$ cat src/rtl/transducer_array_ctrl.sv
// rtl/transducer_array_ctrl.sv - phased square-wave transducer driver with byte command parser
module transducer_array_ctrl #(
  parameter int NUM_CHANNELS = 8,
  parameter int CNT_MAX      = 256,
  parameter int MASTER       = 1
) (
  input  logic                    clk,
  input  logic                    rst,
  input  logic [7:0]              rx_data,
  input  logic                    rx_valid,
  output logic                    rx_ready,
  input  logic                    sync_in,
  output logic                    sync_out,
  output logic [NUM_CHANNELS-1:0] trans,
  output logic                    frame_error,
  output logic                    commit_done
);

  localparam int PHASE_W = $clog2(CNT_MAX);

  typedef enum logic [1:0] {HDR, PAYLOAD, COMMIT_WAIT} state_t;

  state_t                   state;
  logic [PHASE_W-1:0]       cnt;
  logic [PHASE_W-1:0]       cnt_next;
  logic                     sync_meta;
  logic                     sync_s;
  logic                     sync_d;
  logic                     realign;
  logic                     take;
  logic [4:0]               chan;
  logic                     is_en;
  logic [PHASE_W-1:0]       ph_sh  [NUM_CHANNELS];
  logic [PHASE_W-1:0]       ph_act [NUM_CHANNELS];
  logic [NUM_CHANNELS-1:0]  en_sh;
  logic [NUM_CHANNELS-1:0]  en_act;
  logic [NUM_CHANNELS-1:0]  trans_next;

  // The parser stalls the host only while a commit waits for the period boundary
  assign rx_ready = (state != COMMIT_WAIT);
  assign take     = rx_valid && rx_ready;

  // A slave realigns on a rising edge of the synchronized reference; a master never does
  assign realign  = (MASTER == 0) && sync_s && !sync_d;

  // Realign and natural wrap both land on zero, so a coincident edge yields a single boundary
  assign cnt_next = realign ? '0 : cnt + PHASE_W'(1);

  // Two-flop synchronizer plus one delay stage for edge detection
  always_ff @(posedge clk or posedge rst) begin
    if (rst) begin
      sync_meta <= 1'b0;
      sync_s    <= 1'b0;
      sync_d    <= 1'b0;
    end else begin
      sync_meta <= sync_in;
      sync_s    <= sync_meta;
      sync_d    <= sync_s;
    end
  end

  // Period counter
  always_ff @(posedge clk or posedge rst) begin
    if (rst) cnt <= '0;
    else     cnt <= cnt_next;
  end

  // Channel is high for the half period starting at its phase; the MSB of the
  // wrapped difference is clear exactly when the difference is below CNT_MAX/2
  always_comb begin
    logic [PHASE_W-1:0] diff;
    diff       = '0;
    trans_next = '0;
    for (int i = 0; i < NUM_CHANNELS; i++) begin
      diff          = cnt - ph_act[i];
      trans_next[i] = en_act[i] && !diff[PHASE_W-1];
    end
  end

  // Registered drive outputs; the master reference tracks the counter value it is loading
  always_ff @(posedge clk or posedge rst) begin
    if (rst) begin
      trans    <= '0;
      sync_out <= 1'b0;
    end else begin
      trans    <= trans_next;
      sync_out <= (MASTER != 0) ? !cnt_next[PHASE_W-1] : sync_s;
    end
  end

  // Command parser with shadow registers, applied to the active set at a period boundary
  always_ff @(posedge clk or posedge rst) begin
    if (rst) begin
      state       <= HDR;
      chan        <= '0;
      is_en       <= 1'b0;
      frame_error <= 1'b0;
      commit_done <= 1'b0;
      en_sh       <= '0;
      en_act      <= '0;
      for (int i = 0; i < NUM_CHANNELS; i++) begin
        ph_sh[i]  <= '0;
        ph_act[i] <= '0;
      end
    end else begin
      frame_error <= 1'b0;
      commit_done <= 1'b0;
      case (state)
        HDR: begin
          if (take) begin
            if (rx_data == 8'hFF) begin
              state <= COMMIT_WAIT;
            end else if (rx_data[7:6] == 2'b10) begin
              chan  <= rx_data[4:0];
              is_en <= rx_data[5];
              state <= PAYLOAD;
            end else begin
              frame_error <= 1'b1;
            end
          end
        end
        PAYLOAD: begin
          if (take) begin
            state <= HDR;
            if (int'(chan) >= NUM_CHANNELS) frame_error <= 1'b1;
            for (int i = 0; i < NUM_CHANNELS; i++) begin
              if (chan == 5'(i)) begin
                if (is_en) en_sh[i] <= rx_data[0];
                else       ph_sh[i] <= rx_data[PHASE_W-1:0];
              end
            end
          end
        end
        COMMIT_WAIT: begin
          if (cnt_next == '0) begin
            en_act      <= en_sh;
            for (int i = 0; i < NUM_CHANNELS; i++) ph_act[i] <= ph_sh[i];
            commit_done <= 1'b1;
            state       <= HDR;
          end
        end
        default: state <= HDR;
      endcase
    end
  end

endmodule

$ cat config.mk
export PLATFORM = sky130hd
export DESIGN_NAME = transducer_array_ctrl
export DESIGN_NICKNAME = d
export VERILOG_FILES = /design/src/rtl/transducer_array_ctrl.sv
export SDC_FILE = /design/constraint.sdc
export NUM_CORES = 1
export LEC_CHECK = 0
export CAP_MARGIN = 20
export CORE_MARGIN = 4
export CORE_UTILIZATION = 24
export DETAILED_ROUTE_END_ITERATION = 16
export PLACE_DENSITY_LB_ADDON = 0.08
export SLEW_MARGIN = 5
export SYNTH_ARGS = -nofsm -noshare
export SYNTH_HDL_FRONTEND = slang
export SYNTH_SLANG_ARGS = --single-unit
$ cat constraint.sdc
create_clock -name clk -period 7.75 [get_ports clk]
set_input_delay 1.55 -clock clk [delete_from_list [all_inputs] [get_ports clk]]
set_output_delay 1.55 -clock clk [all_outputs]
set_load 0.1 [all_outputs]
### After elaboration in Yosys (flattened, before gate mapping)

Index checks and enable logic that the tools add are counted.

| operators by class | value |
|---|---|
| reductions and logical operators | 40 |
| div/mod/pow operators | 0 |
| bitwise gates (word level) | 2 |
| shifts and indexed selects | 0 |
| add/subtract/negate cells | 9 |
| order comparisons | 1 |
| multipliers | 0 |
| eq/ne operators | 16 |
| mux-type cells | 14 |

Operator list:

| operator | count |
|---|---|
| 4-bit AND reduction | 18 |
| 8-bit subtractor | 8 |
| 5-bit by 3-bit == test with 1-bit output, second input constant | 4 |
| 5-bit by 2-bit == test with 1-bit output, second input constant | 2 |
| 2-bit 2-to-1 mux | 5 |
| 1-bit logical AND | 9 |
| 1-bit logical NOT | 9 |
| 8-bit by 1-bit adder with 8-bit output, second input constant | 1 |
| 8-bit == test, second input constant | 1 |
| 8-bit logical NOT | 1 |
| 2-bit != test, second input constant | 4 |
| 1-bit 2-to-1 mux | 7 |
| 2-bit one-hot mux with 3 select lines | 1 |
| 5-bit by 1-bit == test with 1-bit output, second input constant | 1 |
| 5-bit by 4-bit greater-or-equal comparator with 1-bit output, second input constant | 1 |
| 5-bit logical NOT | 1 |
| 2-bit == test, second input constant | 2 |
| 3-bit != test, second input constant | 1 |
| 2-bit by 1-bit == test with 1-bit output, second input constant | 1 |
| 2-bit logical NOT | 1 |
| 1-bit NOT | 2 |
| 1-bit one-hot mux with 2 select lines | 1 |
| 2-bit AND reduction | 1 |

| word-level totals | value |
|---|---|
| memories | 0 |
| memory bits (read-only) | 0 |
| memory bits (writable) | 0 |
| flip-flop bits (word level) | 171 |
| bits in latches | 0 |
| logic and storage cells | 115 |

### Depth between registers and ports, before layout

| depth | value |
|---|---|
| word-level depth | 5 |
| depth in mapped cells | 7 |
| gate-level depth less buffers | 6 |

### Worst setup path after synthesis

Ideal clock, no wire load.

| path | value |
|---|---|
| path kind | input to register |
| start | in rx_valid |
| end | reg ph_sh[56] in the netlist's numbering |
| cell stages on the path | 5 |
| setup time | 125 ps |
| path slack | 4776 ps |
| data arrival time | 2849 ps |
| required time | 7625 ps |
| cell sequence | nand4bb_1 or3_1 buf_2 nor4_4 mux2_2 |

| between the ends | value |
|---|---|
| longest elaborated chain between the ends | 2 |

Ends and longest elaborated chain:

| element | RTL line | source |
|---|---|---|
| from (decl) | 10 | `input logic rx_valid,` |
| 1-bit logical AND | 41 | `assign take = rx_valid && rx_ready;` |
| 4-bit AND reduction (no line) | -- |  |
| to (signal, indexed assignment) | 129 | `else ph_sh[i] <= rx_data[PHASE_W-1:0];` |
| to (decl) | 33 | `logic [PHASE_W-1:0] ph_sh [NUM_CHANNELS];` |

Every way passes these cells.
A chain may end at the register's enable or synchronous reset.

### Worst setup path after layout

| path | value |
|---|---|
| start | reg state[1] |
| end | out rx_ready |

| between the ends | value |
|---|---|
| longest elaborated chain between the ends | 1 |

Ends and longest elaborated chain:

| element | RTL line | source |
|---|---|---|
| from (decl) | 23 | `state_t state;` |
| from (signal assigned) | 94 | `state <= HDR;` |
| from (signal assigned) | 112 | `state <= COMMIT_WAIT;` |
| from (signal assigned) | 116 | `state <= PAYLOAD;` |
| 2-bit != test | 40 | `assign rx_ready = (state != COMMIT_WAIT);` |
| to (decl) | 11 | `output logic rx_ready,` |

Every way passes these cells.

==> results.cfg <==
[synthesis]
seq_area_frac_synth_pct = 53.8
postSynthCellCount = 613
synth-edff-count = 0
synth_largest_area_cell = dfrtp_1
synth_nets = 674
ys_types = 39
netlist_top_cells_area = dfrtp_1, mux2_2, ha_1
synth_top_area_share_pct = 53.8
synth-main-ff-cell = dfrtp_1
ys_top_cells_by_count = dfrtp_1, mux2_2, inv_1
async_flop_share_pct = 100
avgSynthCellArea_um2 = 13.0
ys_ff_latch = 171
yosys_warnings = 0
netlist_area_mm2 = 0.00796
post-synth-top-count-cell = dfrtp_1

[die]
row_count = 66
chipHeight_um = 190
die_area_mm2 = 0.0361
start_util_pct = 24.4
coreArea_mm2 = 0.0326
dieWidth_um = 190
ios = 24

[hold_path]
holdCritStartpoint = en_sh[4]
min-delay-path-class = register to register

[cts]
clock-sinks = 171
cts_tree = yes
clk_path_buf_depth = 2
post_cts_buffers = 0
postCtsResizedCells = 0
clk_latency_ps = 420
numCtsBuffers = 17
cts_root_buf = clkbuf_16
cts.clk_slew.worst_paths_ps = 60
cts_hold_buf = 0
htreeDepth = 4

[power]
combPwrFrac_pct = 6.5
cellLeakagePower_uw = 0.00439
clock_power_share_pct = 44.0
p_int_uw = 1560
totalPowerFinal_uw = 2040
p_sw_share_pct = 23.3
power_density_mw_per_mm2 = 218
switchingPower_uw = 476
sequentialPowerShare_pct = 49.5
ir_worst_vdd_v = 0.000126

[critical_path]
cp_data_arrival_time_ps = 2250
worst_setup_path_start_kind = register
end_kind = output pin
startpoint = state[1]
cp_cell_sequence = or2b_1 > clkdlybuf4s50_1
criticalPathCategory = register to output pin
cp_slowest_cell = clkdlybuf4s50_1
slowest_delay_ps = 1160
critPathRequiredTime_ps = 6200
critical_path.reg2reg.startpoint = cnt[4]
cp_max_fo = 6

[drt]
routed_wl_um = 19700
dr_total_vias = 4706
maxUsedRoutingLayer = met4
dr.pass1.iters = 4
drc = 0
ant_nets = 0
vias_per_cell = 4.29
dr_wl_met3_um = 361
wl_met1_um = 9460
drt_iter0_drc = 151
routedWlPerCell_um = 17.9
wl_met2_um = 9490

[global_routing]
grt_pass1_wl_um = 31300
grt_util_all_layers_pct = 11.7
grt_overflow = 0
antenna_found_initial = 1
grt_pass1_vias = 5199
grt_start_max_net_pins = 115

[sta]
tightest_slew_ps = 992
hold_violations = 0
finalSetupViolCount = 0
worst_hold_slack_ps = 499
rsz0062_at_grt = no
finalMaxSlewViolations = 0
max_freq_mhz = 263
relSlewSlack_pct = 33.7
finalCritPeriodShare_pct = 49.0
period_minus_slack_ps = 3800
finalSetupTns_ps = 0
finalClockSkew_ps = 10.6

[outcome]
status = finished, final reports clean

[final_layout]
design_area_mm2 = 0.00935
drive_above_1_share_pct = 30.2
final_nets = 703
fill_cells = 3350
area_growth_pct = 17.4

[placed_design]
gp_congestion = 0.699
port_buffers = 22
placed_area_mm2 = 0.00873
hpwl_um = 11800

[run]
drv_cap = 0
area by class of cell:
type / instances / area (um2) / share of cell area [%]
antenna: 1 / 2.50 / 0.0268
clock buffer: 23 / 478 / 5.11
clock inverter: 9 / 138 / 1.47
inverter: 51 / 199 / 2.13
multi-input combinational: 368 / 3390 / 36.3
sequential: 171 / 4280 / 45.8
tap: 442 / 553 / 5.92
timing repair buffer: 33 / 303 / 3.24
power by group through the flow:
stage	registers, uW	logic (uW)	clock network [uW]
floorplan	1010	107	0
global placement	1020	132	0
detailed placement	1030	136	0
CTS	1010	137	937
global route	1020	148	966
finish	1010	132	897
worst paths after layout:
check                             to  slack, ps  cells after the start
max                         rx_ready       3950                      2
min reg2reg                 en_sh[4]        500                      1
min in group asynchronous   ph_sh[5]       1680                      2
max reg2reg                en_act[6]       4970                      5
min                         en_sh[4]        500                      1
max in group asynchronous  en_act[6]       4720                      3
placed cells by master (no fill, tap or decap), types with 10 or more instances in the layout:
| master | instances |
|---|---|
| nand2_1 | 16 |
| buf_4 | 11 |
| nand4_1 | 18 |
| nand3_1 | 16 |
| inv_1 | 50 |
| xor2_1 | 11 |
| ha_1 | 49 |
| clkbuf_16 | 17 |
| clkdlybuf4s50_1 | 22 |
| dfrtp_1 | 171 |
| mux2_2 | 150 |
| nand2b_1 | 19 |
| o21ai_0 | 10 |
critical path: cells and delay by family, from the launching register on:
| kind | cells | cell delay, ps |
|---|---|---|
| flops | 1 | 430 |
| simple gates | 1 | 230 |
| buf+inv | 1 | 1160 |
logic make-up after synthesis:
logic type | count (synthesis) | synth area share (%)
compound gates | 37 | 2.78
xor+xnor | 14 | 1.54
fa+ha+maj | 49 | 7.70
buf+inv | 74 | 3.65
flops | 171 | 53.8
mux | 158 | 22.2
simple gates | 110 | 8.33
state kept, by name, indices dropped and copies added (netlist names):
| register | cells |
|---|---|
| chan | 5 |
| en_act | 8 |
| cnt | 8 |
| frame_error | 1 |
| is_en | 1 |
| ph_act | 64 |
| ph_sh | 64 |
| en_sh | 8 |
| trans | 8 |
| sync_out | 1 |
| commit_done | 1 |
| state | 2 |
layer usage:
metal,global-route usage (%),up-vias
li1,-,2219
met1,15.6,2425
met2,19.3,45
met3,2.07,17
met4,3.64,0
met5,0,-
through the flow:
step	util, %	std cells	setup WS, ps
2_1_floorplan	-	613	1570
4_1_cts	28.6	1097	3920
5_1_grt	28.6	1097	3890
3_5_place_dp	26.8	1065	3880
3_3_place_gp	26.8	1065	3900
6_report	28.7	1098	3950
No activity file was read; power rests on OpenSTA's default activity.
==> RTL edit (same flow settings) <==
Change the parameter `NUM_CHANNELS` from 8 to 16.
--- a/src/rtl/transducer_array_ctrl.sv
+++ b/src/rtl/transducer_array_ctrl.sv
@@ -2,3 +2,3 @@
 module transducer_array_ctrl #(
-  parameter int NUM_CHANNELS = 8,
+  parameter int NUM_CHANNELS = 16,
   parameter int CNT_MAX      = 256,
Interface: changed (resized trans); port bits go from 24 to 32. The function was not compared with the original's and may differ.
==> RTL edit against the original RTL <==
- final cell count up 89%
- sequential share of layout area down 0.52 points
- worst setup slack worse by 0.84 ns
- sequential cell count up 152
- sequential power rose by 79%
- power increased by 95%
- largest cell class unchanged
- routed wire length up 99%
- synthesized area grew 89%
- cell area is 91% higher
==> RTL edit: results (changes against the original RTL) <==
stage;metric;value;unit;change
run_status;outcome;finished clean;;
yosys;yosys-top-cells-area;dfrtp_1 (54%), mux2_2 (19%), ha_1 (8.1%), inv_1 (2.5%), mux2_4 (1.6%);;
power;power.group.top;the clock network;;
place;gp_congestion;0.715;;+2.3%
worst_setup_path;rrSetupSlack;4.07;ns;-0.90 ns
worst_setup_path;worstReg2RegEnd;ph_act[125];;
grt;grt_use_total;12.1;%;+0.47 points
timing;slew_headroom;34.5;%;+0.83 points
yosys;ys_seq_area_share;53.6;%;-0.12 points
clocking;cts_made_buffers;42;;+25
grt;grt_pass1_wl;61100;µm;+95%
power;seq_power_share;45.5;%;-4.0 points
cells_and_area;fillerInstances;6414;;+91%
power;cellLeakagePower;8.52;nW;+94%
worst_setup_path;worstPathArrival;3.09;ns;+0.84 ns
routing;drtIter0Drc;323;;+110%
yosys;synth_compound_area_share;2.81;%;+0.032 points
routing;totalWireLength;39100;µm;+99%
cells_and_area;multiInputGateArea;6470;µm²;+90%
yosys;ys_types;38;;-2.6%
min_path;worstHoldStart;ph_sh[110];;
place;dpl_cell_area;16500;µm²;+89%
min_path;hold_end;ph_sh[110];;
worst_setup_path;timing.rr.start;cnt[3];;
place;dp_cells;2002;;+88%
worst_setup_path;max_stage_delay;1.06;ns;-0.10 ns
cells_and_area;final_layout_size_suffix_gt1_share;30.4;%;+0.14 points
power;switching_share;22.9;%;-0.48 points
cells_and_area;reg_top3;ph_act: 128 flops, ph_sh: 128 flops;;
power;ir_drop;0.127;mV;+0.43%
clocking;h-tree-depth;2;;-2
[RTL edit: changes by cell type after synthesis, sizes merged, moves of 8 or more]
cell | before | now
a21oi | 9 | 18
dfrtp | 171 | 323
a21o | 8 | 17
mux2 | 150 | 294
inv | 51 | 100
mux2i | 8 | 16
a31oi | 8 | 16
nand2b | 19 | 36
xor2 | 11 | 19
ha | 49 | 97
o21ai | 10 | 18
nand2 | 16 | 47
nand4 | 18 | 34
and3 | 8 | 17
[RTL edit: routing by layer]
metal | vias up | wire, µm | track usage [%]
met5 | - | 0 | 0
met4 | 0 | 874 | 3.58
met3 | 54 | 1210 | 1.80
met1 | 4477 | 19300 | 17.1
met2 | 99 | 17700 | 19.5
li1 | 4169 | - | -
[RTL edit: logic make-up (layout without fill, tap and decap cells)]
kind of cell / count (synthesis) / count (layout)
adder cells (fa/ha/maj): 97 / 97
multiplexers: 310 / 310
XOR/XNOR: 22 / 22
AO/OA/AOI/OAI: 71 / 71
buffers and inverters: 134 / 224
AND/OR/NAND/NOR: 191 / 191
other: 0 / 1
flip-flops: 323 / 323
[RTL edit: final cells by class]
| class | count | area share [%] |
|---|---|---|
| multi-input cells | 691 | 36.2 |
| well taps | 837 | 5.86 |
| inverters | 100 | 2.12 |
| flip-flops and latches | 323 | 45.3 |
| clock buffers | 69 | 7.41 |
| diodes | 1 | 0.0140 |
| clock inverters | 4 | 0.434 |
| repair buffers | 51 | 2.68 |
[RTL edit: through the flow]
step	total power (W)	worst slack [ns]
6_report	0.00398	3.11
5_1_grt	0.00417	2.93
4_1_cts	0.00408	3.07
3_5_place_dp	0.00205	3.70
3_3_place_gp	0.00204	3.69
2_1_floorplan	0.00197	1.89
